[src/rtl/demux_pkg.sv]
// Shared types, constants and helpers for the demux_stream_nx stream demultiplexer.
// The optional per-channel delivery counters are enabled with the DEMUX_CNT_EN macro.
package demux_pkg;

    localparam int CNT_W  = 16;
    localparam int MAX_CH = 32;

    typedef enum logic {
        ST_IDLE,
        ST_HOLD
    } state_t;

    typedef struct packed {
        logic [MAX_CH-1:0] vec;
        logic              in_range;
    } dec_t;

    function automatic int sel_w(input int n);
        return (n <= 2) ? 1 : $clog2(n);
    endfunction

    // Decodes sel into an n-bit one-hot vector; an out-of-range sel yields an all-zero vector.
    function automatic dec_t onehot_dec(input logic [31:0] sel, input int n);
        dec_t d;
        d.vec      = '0;
        d.in_range = (sel < $unsigned(n));
        if (d.in_range) d.vec[sel[4:0]] = 1'b1;
        return d;
    endfunction

endpackage

[src/rtl/demux_onehot_dec.sv]
// Combinational channel decoder: binary select to NUM_CH one-hot plus an in-range flag.
module demux_onehot_dec
    import demux_pkg::*;
#(
    parameter int NUM_CH = 4,
    parameter int SEL_W  = 2
) (
    input  logic [SEL_W-1:0]  sel,
    output logic [NUM_CH-1:0] onehot,
    output logic              in_range
);

    dec_t dec;

    always_comb begin
        dec = onehot_dec(32'(sel), NUM_CH);
    end

    assign onehot   = dec.vec[NUM_CH-1:0];
    assign in_range = dec.in_range;

    // Decoder bits above NUM_CH are always zero and intentionally left unused.
    generate
        if (NUM_CH < MAX_CH) begin : g_hi
            logic unused_hi;
            assign unused_hi = ^dec.vec[MAX_CH-1:NUM_CH];
        end
    endgenerate

endmodule

[src/rtl/demux_stream_nx.sv]
// 1-to-NUM_CH valid/ready stream demux with a registered holding stage and broadcast mode.
// Define DEMUX_CNT_EN to add the per-channel saturating delivered-beat counters on port cnt.
module demux_stream_nx
    import demux_pkg::*;
#(
    parameter  int DATA_W = 8,
    parameter  int NUM_CH = 4,
    localparam int SEL_W  = sel_w(NUM_CH)
) (
    input  logic              clk,
    input  logic              rst,
    input  logic              in_valid,
    output logic              in_ready,
    input  logic [DATA_W-1:0] in_data,
    input  logic [SEL_W-1:0]  in_sel,
    input  logic              in_bcast,
    output logic [NUM_CH-1:0] out_valid,
    input  logic [NUM_CH-1:0] out_ready,
    output logic [DATA_W-1:0] out_data,
`ifdef DEMUX_CNT_EN
    output logic              err_sel,
    output logic [NUM_CH*CNT_W-1:0] cnt
`else
    output logic              err_sel
`endif
);

    logic [DATA_W-1:0] data_q, data_d;
    logic [NUM_CH-1:0] pend_q, pend_d;
    logic [NUM_CH-1:0] sel_hot;
    logic              sel_ok;
    logic              err_q, err_d;
    logic              accept;
    state_t            state;

    demux_onehot_dec #(
        .NUM_CH (NUM_CH),
        .SEL_W  (SEL_W)
    ) u_dec (
        .sel      (in_sel),
        .onehot   (sel_hot),
        .in_range (sel_ok)
    );

    always_comb begin
        // NOTE: every signal driven here gets a default first so no path can infer a latch.
        state  = (pend_q == '0) ? ST_IDLE : ST_HOLD;
        data_d = data_q;
        err_d  = 1'b0;

        // Accept when every still-owed channel retires this cycle; out_ready->in_ready is combinational.
        in_ready = rst | ((pend_q & ~out_ready) == '0);
        accept   = in_valid & in_ready;

        case (state)
            ST_IDLE: pend_d = '0;
            default: pend_d = pend_q & ~out_ready;
        endcase

        if (accept) begin
            data_d = in_data;
            if (in_bcast) begin
                pend_d = '1;
            end else if (sel_ok) begin
                pend_d = sel_hot;
            end else begin
                pend_d = '0;
                err_d  = 1'b1;
            end
        end
    end

    always_ff @(posedge clk) begin
        // NOTE: sequential state uses non-blocking assignments so all registers update together.
        if (rst) begin
            pend_q <= '0;
            data_q <= '0;
            err_q  <= 1'b0;
        end else begin
            pend_q <= pend_d;
            data_q <= data_d;
            err_q  <= err_d;
        end
    end

    assign out_valid = pend_q;
    assign out_data  = data_q;
    assign err_sel   = err_q;

`ifdef DEMUX_CNT_EN
    for (genvar i = 0; i < NUM_CH; i++) begin : g_cnt
        logic [CNT_W-1:0] cnt_q;

        always_ff @(posedge clk) begin
            if (rst) begin
                cnt_q <= '0;
            end else if (pend_q[i] && out_ready[i] && (cnt_q != '1)) begin
                cnt_q <= cnt_q + 1'b1;
            end
        end

        assign cnt[i*CNT_W +: CNT_W] = cnt_q;
    end
`endif

endmodule

[config.mk]
export PLATFORM = sky130hd
export DESIGN_NAME = demux_stream_nx
export DESIGN_NICKNAME = d
export VERILOG_FILES = /design/src/rtl/demux_pkg.sv /design/src/rtl/demux_onehot_dec.sv /design/src/rtl/demux_stream_nx.sv
export SDC_FILE = /design/constraint.sdc
export NUM_CORES = 1
export LEC_CHECK = 0
export BUFFER_PORTS_ARGS = -buffer_cell sky130_fd_sc_hd__buf_2
export CAP_MARGIN = 20
export CORE_AREA = 2 2 42 44
export CTS_CLUSTER_SIZE = 12
export DETAILED_ROUTE_END_ITERATION = 6
export DIE_AREA = 0 0 44 46
export HOLD_SLACK_MARGIN = 0.15
export PLACE_DENSITY = 0.82
export SLEW_MARGIN = 10
export SYNTH_ARGS = -nofsm -noshare
export SYNTH_HDL_FRONTEND = slang
export SYNTH_HIERARCHICAL = 1
export SYNTH_SLANG_ARGS = --single-unit
[constraint.sdc]
create_clock -name clk -period 3.45 [get_ports clk]
set_input_delay 1.035 -clock clk [delete_from_list [all_inputs] [get_ports clk]]
set_output_delay 1.035 -clock clk [all_outputs]
set_load 0.01 [all_outputs]
==> results.sh, run 1 <==
export IMPL_worstReg2RegEnd="out_data[5]"
export IMPL_h_tree_depth=1
export IMPL_path_cells="buf_2 > and2b_1 > nor3_1 > a21o_1 > buf_2"
export IMPL_p_total_w=0.000327
export IMPL_final_setup_tns_ps=0
export IMPL_gr_total_overflow=0
export IMPL_crit_top_cell="buf_2"
export IMPL_cellLeakagePower_nw=0.439
export IMPL_yosysMostFrequentCell="a21oi_1"
export IMPL_synth_area_um2=693
export IMPL_antenna_cells=0
export IMPL_path_buf_inv=2
export IMPL_ys_top_cells_by_area="dfxtp_1 (38%), a21oi_1 (11%), or3_1 (9.0%)"
export IMPL_synthDominantCellAreaShare=0.375
export IMPL_dr_pass1_iters=4
export IMPL_arrival_ps=1800
export IMPL_ff2ff_setup_slack_ps=2240
export IMPL_grt_max_degree=19
export IMPL_synth_edf_count=0
export IMPL_boundaryPins=32
export IMPL_path_clk_slew_ps=80
export IMPL_async_flop_share=0
export IMPL_cp_depth=5
export IMPL_synth_cell_types=24
export IMPL_die_area_mm2=0.00202
export IMPL_cts_setup_buffers=0
export IMPL_clockBufferDepth=2
export IMPL_ys_seq_elements=13
export IMPL_gp_congestion=0.772
export IMPL_grt_use_total=0.151
export IMPL_nFillCells=169
export IMPL_path_class="primary input to output port"
export IMPL_cts_resized_gates=0
export IMPL_initial_core_util=0.429
export IMPL_drtIter0Drc=8
export IMPL_synth_top_cell_by_area="dfxtp_1"
export IMPL_vias=659
export IMPL_synth_nets=98
export IMPL_post_route_cell_area_um2=852
export IMPL_max_freq_ghz=0.353
export IMPL_synthTopCellsByCount="a21oi_1 (15), dfxtp_1 (13), or3_1 (10)"
export IMPL_root_buffer="clkbuf_4"
export IMPL_die_y_um=46
export IMPL_drive_gt1_frac=0.396
export IMPL_place_area_um2=826
export IMPL_final_min_clock_period_ps=2830
export IMPL_reg2regPathDepth=4
export IMPL_setup_viol=0
export IMPL_max_stage_delay_ps=240
export IMPL_antenna_left=0
export IMPL_vdd_drop_max_mv=0.190
export IMPL_place_port_buffers=31
export IMPL_clock_sinks=13
export IMPL_crit_required_ps=2410
export IMPL_clkLatencyLatePin_ps=270
export IMPL_multi_input_area_um2=359
export IMPL_tritoncts="done"
export IMPL_hpwl_um=1050
export IMPL_power_density_mw_per_mm2=384
export IMPL_synth_yosys_seq_area_share=0.375
export IMPL_hold_slack_ps=476
export IMPL_drc=0
export IMPL_antenna_found_initial=0
export IMPL_drv_cap=0
export IMPL_cts_buffers=3
export IMPL_status="finished clean"
export IMPL_nets=130
export IMPL_synth_flop_cell="dfxtp_1"
export IMPL_critical_path_top_delay_family="simple AND/OR/NAND/NOR gates"
export IMPL_hold_class="flip-flop to flip-flop"
export IMPL_core_mm2=0.00161
export IMPL_die_x_um=44
export IMPL_hold_viol=0
export IMPL_via_per_inst=5.15
export IMPL_rsz0062_at_grt="no"
export IMPL_report_final_slew_viol_count=0
export IMPL_synthCells=80
export IMPL_skew_ps=1.67
export IMPL_holdBufCountCts=0
export IMPL_rows=15
export IMPL_syn_area_per_cell_um2=8.66
export IMPL_start_kind="primary input"
export IMPL_wl_um=1410
export IMPL_fin_crit_sh=0.821
export IMPL_detail_route_wl_per_cell_um=11.0
export IMPL_ys_warn_count=6
export IMPL_grt_pass1_vias=580
export IMPL_endpoint="in_ready"
export IMPL_slowest_stage="nor3_1"
export IMPL_crit_path_end_kind="output port"
export IMPL_critPathLaunch="out_ready[0]"
export IMPL_syn_to_final_growth_pct=22.9
export IMPL_grt_pass1_wl_um=2240
export IMPL_reg2reg_from="out_valid[3]"
export IMPL_seqCellArea_um2=260
export IMPL_cp_max_fo=2
## power by group
part	internal [W]	switching (W)	total (W)	leakage, nW
sequential	0.000160	0.00000598	0.000166	0.107
combinational	0.0000328	0.0000355	0.0000682	0.317
clock	0.0000448	0.0000483	0.0000930	0.0150
## metrics by stage
stage | util | setup WS [ps] | std cells
floorplan | - | 818 | 80
global placement | 0.512 | 639 | 124
detailed placement | 0.512 | 618 | 124
CTS | 0.528 | 616 | 128
global route | 0.528 | 565 | 128
finish | 0.528 | 619 | 128
## cells by family (layout without fill, tap and decap cells)
family          count (synthesis)  count (layout)  share of synthesized area
compound gates                 25              25                      0.188
buf+inv                        12              43                      0.106
other cells                     1               1                    0.00541
flops                          13              13                      0.375
simple gates                   29              29                      0.325
## placed cells by master, fill, tap and decap left out
| cell type | Yosys | layout |
|---|---|---|
| a21o_1 | 2 | 2 |
| a21oi_1 | 15 | 15 |
| and2_2 | 1 | 1 |
| and2b_1 | 2 | 2 |
| and2b_2 | 2 | 2 |
| buf_2 | 0 | 31 |
| clkbuf_1 | 0 | 1 |
| clkbuf_4 | 0 | 3 |
| conb_1 | 1 | 1 |
| dfxtp_1 | 13 | 13 |
| inv_1 | 8 | 8 |
| nand2_1 | 1 | 1 |
| nand2_4 | 1 | 1 |
| nand2b_2 | 1 | 1 |
| nand2b_4 | 3 | 3 |
| nand3_1 | 1 | 1 |
| nand3_4 | 1 | 1 |
| nor2_1 | 1 | 1 |
| nor2b_1 | 1 | 1 |
| nor3_1 | 2 | 2 |
| o21ai_0 | 8 | 8 |
| or3_1 | 10 | 10 |
| or3_2 | 1 | 1 |
| or4_1 | 1 | 1 |
## cell type report
cell class / instances / area share
multi-input combinational: 55 / 0.421
sequential: 13 / 0.305
timing repair buffer: 31 / 0.182
inverter: 8 / 0.0352
clock buffer: 4 / 0.0308
tap: 17 / 0.0250
## flip-flops by register name, summed over array words and instances (netlist names)
signal     count
err_sel        1
out_valid      4
out_data       8
## per-layer routing
layer / track usage / up-vias / share of wire
li1: - / 331 / -
met1: 0.180 / 305 / 0.44
met2: 0.256 / 23 / 0.49
met3: 0.0238 / 0 / 0.074
met4: 0.0909 / 0 / 0
met5: 0 / - / 0
## worst min path at each step
stage	start	endpoint	slack (ps)	cells after the start
after floorplan	out_data[3]	out_data[3]	490	2
after global placement	out_data[1]	out_data[1]	460	2
after detailed placement	out_data[2]	out_data[2]	470	2
after CTS	out_data[2]	out_data[2]	480	2
after global routing	out_data[2]	out_data[2]	510	2
final	out_data[2]	out_data[2]	480	2
## tightest hold or removal path: cells and delay by family, from the launching register on
kind,cells,cell delay [ps]
compound gates,2,120
flops,1,310
Note: power is estimated with default switching activity, not from simulation.
==> run 2, diff against run 1 <==
--- a/config.mk
+++ b/config.mk
@@ -7,12 +7,12 @@
 export LEC_CHECK = 0
 export BUFFER_PORTS_ARGS = -buffer_cell sky130_fd_sc_hd__buf_2
 export CAP_MARGIN = 20
-export CORE_AREA = 2 2 42 44
+export CORE_AREA = 2 2 43 45
 export CTS_CLUSTER_SIZE = 12
 export DETAILED_ROUTE_END_ITERATION = 6
-export DIE_AREA = 0 0 44 46
+export DIE_AREA = 0 0 45 47
 export HOLD_SLACK_MARGIN = 0.15
-export PLACE_DENSITY = 0.82
+export PLACE_DENSITY = 0.78
 export SLEW_MARGIN = 10
 export SYNTH_ARGS = -nofsm -noshare
 export SYNTH_HDL_FRONTEND = slang
==> constraint.sdc (replaced) <==
create_clock -name clk -period 3 [get_ports clk]
set_input_delay 0.9 -clock clk [delete_from_list [all_inputs] [get_ports clk]]
set_output_delay 0.9 -clock clk [all_outputs]
set_load 0.01 [all_outputs]
==> run 2 against run 1 <==
  * Combinational power up 15%
  * First-iteration DRC count down 25%
  * Sequential share of layout area unchanged
  * Largest cell class unchanged
==> results.sh, run 2 (same netlist as run 1, synthesis figures left out) <==
export IMPL_initial_core_util=0.420
export IMPL_tritoncts="done"
export IMPL_detail_route_wl_per_cell_um=10.7
export IMPL_critical_path_top_delay_family="simple AND/OR/NAND/NOR gates"
export IMPL_dr_pass1_iters=4
export IMPL_p_total_w=0.000374
export IMPL_largest_reg_flops=8
export IMPL_rows=15
export IMPL_nets=130
export IMPL_crit_required_ps=2100
export IMPL_drv_cap=0
export IMPL_max_stage_delay_ps=250
export IMPL_syn_to_final_growth_pct=22.9
export IMPL_path_buf_inv=2
export IMPL_gr_total_overflow=0
export IMPL_die_y_um=47
export IMPL_clockBufferDepth=2
export IMPL_grt_pass1_wl_um=2170
export IMPL_core_mm2=0.00165
export IMPL_cts_resized_gates=0
export IMPL_path_class="primary input to output port"
export IMPL_final_core_util=0.516
export IMPL_final_common_cell="buf_2"
export IMPL_vdd_drop_max_mv=0.205
export IMPL_crit_top_cell="buf_2"
export IMPL_status="finished clean"
export IMPL_grt_pass1_vias=566
export IMPL_gp_congestion=0.771
export IMPL_hpwl_um=1030
export IMPL_stdcell_count=128
export IMPL_cts_buffers=3
export IMPL_max_freq_ghz=0.389
export IMPL_hold_viol=0
export IMPL_start_kind="primary input"
export IMPL_grt_use_total=0.140
export IMPL_drive_gt1_frac=0.396
export IMPL_final_setup_tns_ps=0
export IMPL_boundaryPins=32
export IMPL_antenna_left=0
export IMPL_hold_class="flip-flop to flip-flop"
export IMPL_grt_max_degree=19
export IMPL_finalWorstSetupSlack_ps=432
export IMPL_arrival_ps=1670
export IMPL_cp_max_fo=2
export IMPL_report_final_slew_viol_count=0
export IMPL_root_buffer="clkbuf_4"
export IMPL_setup_viol=0
export IMPL_place_port_buffers=31
export IMPL_fin_crit_sh=0.856
export IMPL_slowest_stage="nor3_1"
export IMPL_ff2ff_setup_slack_ps=1780
export IMPL_dp_slack_ps=434
export IMPL_clkLatencyLatePin_ps=260
export IMPL_drtIter0Drc=6
export IMPL_drc=0
export IMPL_antenna_found_initial=0
export IMPL_cellLeakagePower_nw=0.439
export IMPL_vias=616
export IMPL_clock_sinks=13
export IMPL_rsz0062_at_grt="no"
export IMPL_crit_path_end_kind="output port"
export IMPL_holdBufCountCts=0
export IMPL_skew_ps=2.46
export IMPL_path_cells="buf_2 > and2b_1 > nor3_1 > a21o_1 > buf_2"
export IMPL_cts_setup_buffers=0
export IMPL_wl_um=1370
export IMPL_antenna_cells=0
export IMPL_place_inst=124
export IMPL_via_per_inst=4.81
export IMPL_final_cell_mix="buf_2 (31), a21oi_1 (15), dfxtp_1 (13), or3_1 (10)"
export IMPL_path_clk_slew_ps=80
export IMPL_final_min_clock_period_ps=2570
export IMPL_power_density_mw_per_mm2=439
export IMPL_die_area_mm2=0.00212
export IMPL_h_tree_depth=1
export IMPL_die_x_um=45
## run 2: cell counts in the layout (fill, tap and decap cells not counted)
No cell type changed its count.
## run 2: worst paths after layout
kind                                   start     endpoint  depth (start not counted)
worst max-delay path            out_ready[0]     in_ready                          5
worst min-delay path             out_data[5]  out_data[5]                          2
worst max register to register  out_valid[3]  out_data[5]                          4
worst min register to register   out_data[5]  out_data[5]                          2
## run 2: tightest hold or removal path: cells and delay by family, from the launching register on
kind,cells,cell delay [ps]
compound gates,2,130
flops,1,310
## run 2: layout make-up
cell class | count | area [um2]
fillers | 170 | 800
flip-flops and latches | 13 | 260
clock buffers | 4 | 26.3
multi-input cells | 55 | 359
repair buffers | 31 | 155
inverters | 8 | 30.0
well taps | 17 | 21.3
## run 2: metrics by stage
step | hold slack, ps | instance area, um2
finish | 481 | 852
global route | 507 | 852
CTS | 477 | 852
detailed placement | 466 | 826
global placement | 459 | 826
floorplan | 492 | 693
## run 2: power breakdown
part | internal [W] | leakage, nW | total (W) | switching (W)
logic | 0.0000377 | 0.317 | 0.0000787 | 0.0000410
clock network | 0.0000513 | 0.0150 | 0.000104 | 0.0000531
registers | 0.000184 | 0.107 | 0.000191 | 0.00000650
total | 0.000273 | 0.439 | 0.000374 | 0.000101
## run 2: per-layer routing
metal	track usage	wire [um]	part of all wire
met1	0.173	626	0.46
met2	0.237	652	0.47
met3	0.0231	95	0.069
met4	0.0706	0	0
met5	0	0	0
==> run 3, diff against run 2 <==
--- a/config.mk
+++ b/config.mk
@@ -7,10 +7,10 @@
 export LEC_CHECK = 0
 export BUFFER_PORTS_ARGS = -buffer_cell sky130_fd_sc_hd__buf_2
 export CAP_MARGIN = 20
-export CORE_AREA = 2 2 43 45
+export CORE_AREA = 3 3 44 46
 export CTS_CLUSTER_SIZE = 12
 export DETAILED_ROUTE_END_ITERATION = 6
-export DIE_AREA = 0 0 45 47
+export DIE_AREA = 0 0 47 49
 export HOLD_SLACK_MARGIN = 0.15
 export PLACE_DENSITY = 0.78
 export SLEW_MARGIN = 10
==> run 3 against run 2 <==
  * Sequential share of layout area hardly changed
  * Combinational power is 0.6% lower
  * Clock-buffer cell count stayed put
  * Maximum frequency is 0.41% higher
  * Largest cell class unchanged
==> results.sh, run 3 (same netlist as run 1, synthesis figures left out) <==
export IMPL_core_mm2=0.00154
export IMPL_dp_slack_ps=440
export IMPL_grt_use_total=0.119
export IMPL_nets=130
export IMPL_die_area_mm2=0.00230
export IMPL_clkLatencyLatePin_ps=260
export IMPL_place_port_buffers=31
export IMPL_wl_um=1340
export IMPL_hpwl_um=1030
export IMPL_cts_resized_gates=0
export IMPL_gp_congestion=0.727
export IMPL_status="finished clean"
export IMPL_path_clk_slew_ps=80
export IMPL_h_tree_depth=1
export IMPL_grt_max_degree=19
export IMPL_fin_crit_sh=0.853
export IMPL_vdd_drop_max_mv=0.248
export IMPL_crit_path_end_kind="output port"
export IMPL_crit_required_ps=2100
export IMPL_skew_ps=3.60
export IMPL_cts_buffers=3
export IMPL_drv_cap=0
export IMPL_final_common_cell="buf_2"
export IMPL_rows=14
export IMPL_p_total_w=0.000372
export IMPL_cts_setup_buffers=0
export IMPL_syn_to_final_growth_pct=22.7
export IMPL_gr_total_overflow=0
export IMPL_final_cell_mix="buf_2 (31), a21oi_1 (15), dfxtp_1 (13), or3_1 (10)"
export IMPL_arrival_ps=1660
export IMPL_finalWorstSetupSlack_ps=442
export IMPL_clock_sinks=13
export IMPL_holdBufCountCts=0
export IMPL_path_class="primary input to output port"
export IMPL_die_y_um=49
export IMPL_initial_core_util=0.450
export IMPL_hold_viol=0
export IMPL_drive_gt1_frac=0.396
export IMPL_rsz0062_at_grt="no"
export IMPL_detail_route_wl_per_cell_um=10.5
export IMPL_cellLeakagePower_nw=0.439
export IMPL_antenna_left=0
export IMPL_drc=0
export IMPL_grt_pass1_vias=558
export IMPL_grt_pass1_wl_um=2100
export IMPL_setup_viol=0
export IMPL_power_density_mw_per_mm2=437
export IMPL_final_min_clock_period_ps=2560
export IMPL_via_per_inst=4.94
export IMPL_start_kind="primary input"
export IMPL_report_final_slew_viol_count=0
export IMPL_boundaryPins=32
export IMPL_root_buffer="clkbuf_4"
export IMPL_die_x_um=47
export IMPL_dr_pass1_iters=2
export IMPL_clockBufferDepth=2
export IMPL_largest_reg_flops=8
export IMPL_antenna_found_initial=0
export IMPL_drtIter0Drc=3
export IMPL_antenna_cells=0
export IMPL_hold_class="flip-flop to flip-flop"
export IMPL_cp_max_fo=2
export IMPL_max_freq_ghz=0.391
export IMPL_vias=627
export IMPL_tritoncts="done"
export IMPL_final_setup_tns_ps=0
==> run 3: worst max-delay path, stage by stage <==
cell     delay [ps]
buf_2            80
and2b_1         180
nor3_1          240
a21o_1          140
buf_2           120
==> run 3: metal layers <==
metal  track usage  vias up  part of all wire
met5             0        -                 0
met4        0.0276        0                 0
met3        0.0332        0             0.099
met2         0.188       26              0.42
met1         0.157      267              0.48
li1              -      334                 -
==> run 3: final cells by class <==
cell class | instances | area, um2
fill | 155 | 691
multi-input combinational | 55 | 359
sequential | 13 | 260
timing repair buffer | 31 | 155
inverter | 8 | 30.0
clock buffer | 4 | 26.3
tap | 16 | 20.0
==> run 3: worst paths after layout <==
| check | slack, ps | cells past startpoint | endpoint | from |
|---|---|---|---|---|
| max | 440 | 5 | in_ready | out_ready[0] |
| min | 470 | 2 | out_data[6] | out_data[6] |
| min reg2reg | 470 | 2 | out_data[6] | out_data[6] |
| max reg2reg | 1780 | 4 | out_data[5] | out_valid[2] |
==> run 3: report_power, final <==
part	internal, W	switching [W]
Combinational	0.0000377	0.0000405
Clock	0.0000513	0.0000522
Sequential	0.000184	0.00000648
Total	0.000273	0.0000991
==> run 3: metrics by stage <==
step | hold slack (ps) | instances | util | area [um2]
6_report | 472 | 127 | 0.552 | 851
5_1_grt | 496 | 127 | 0.552 | 851
3_3_place_gp | 459 | 123 | 0.535 | 825
4_1_cts | 476 | 127 | 0.552 | 851
3_5_place_dp | 465 | 123 | 0.535 | 825
2_1_floorplan | 492 | 80 | - | 693
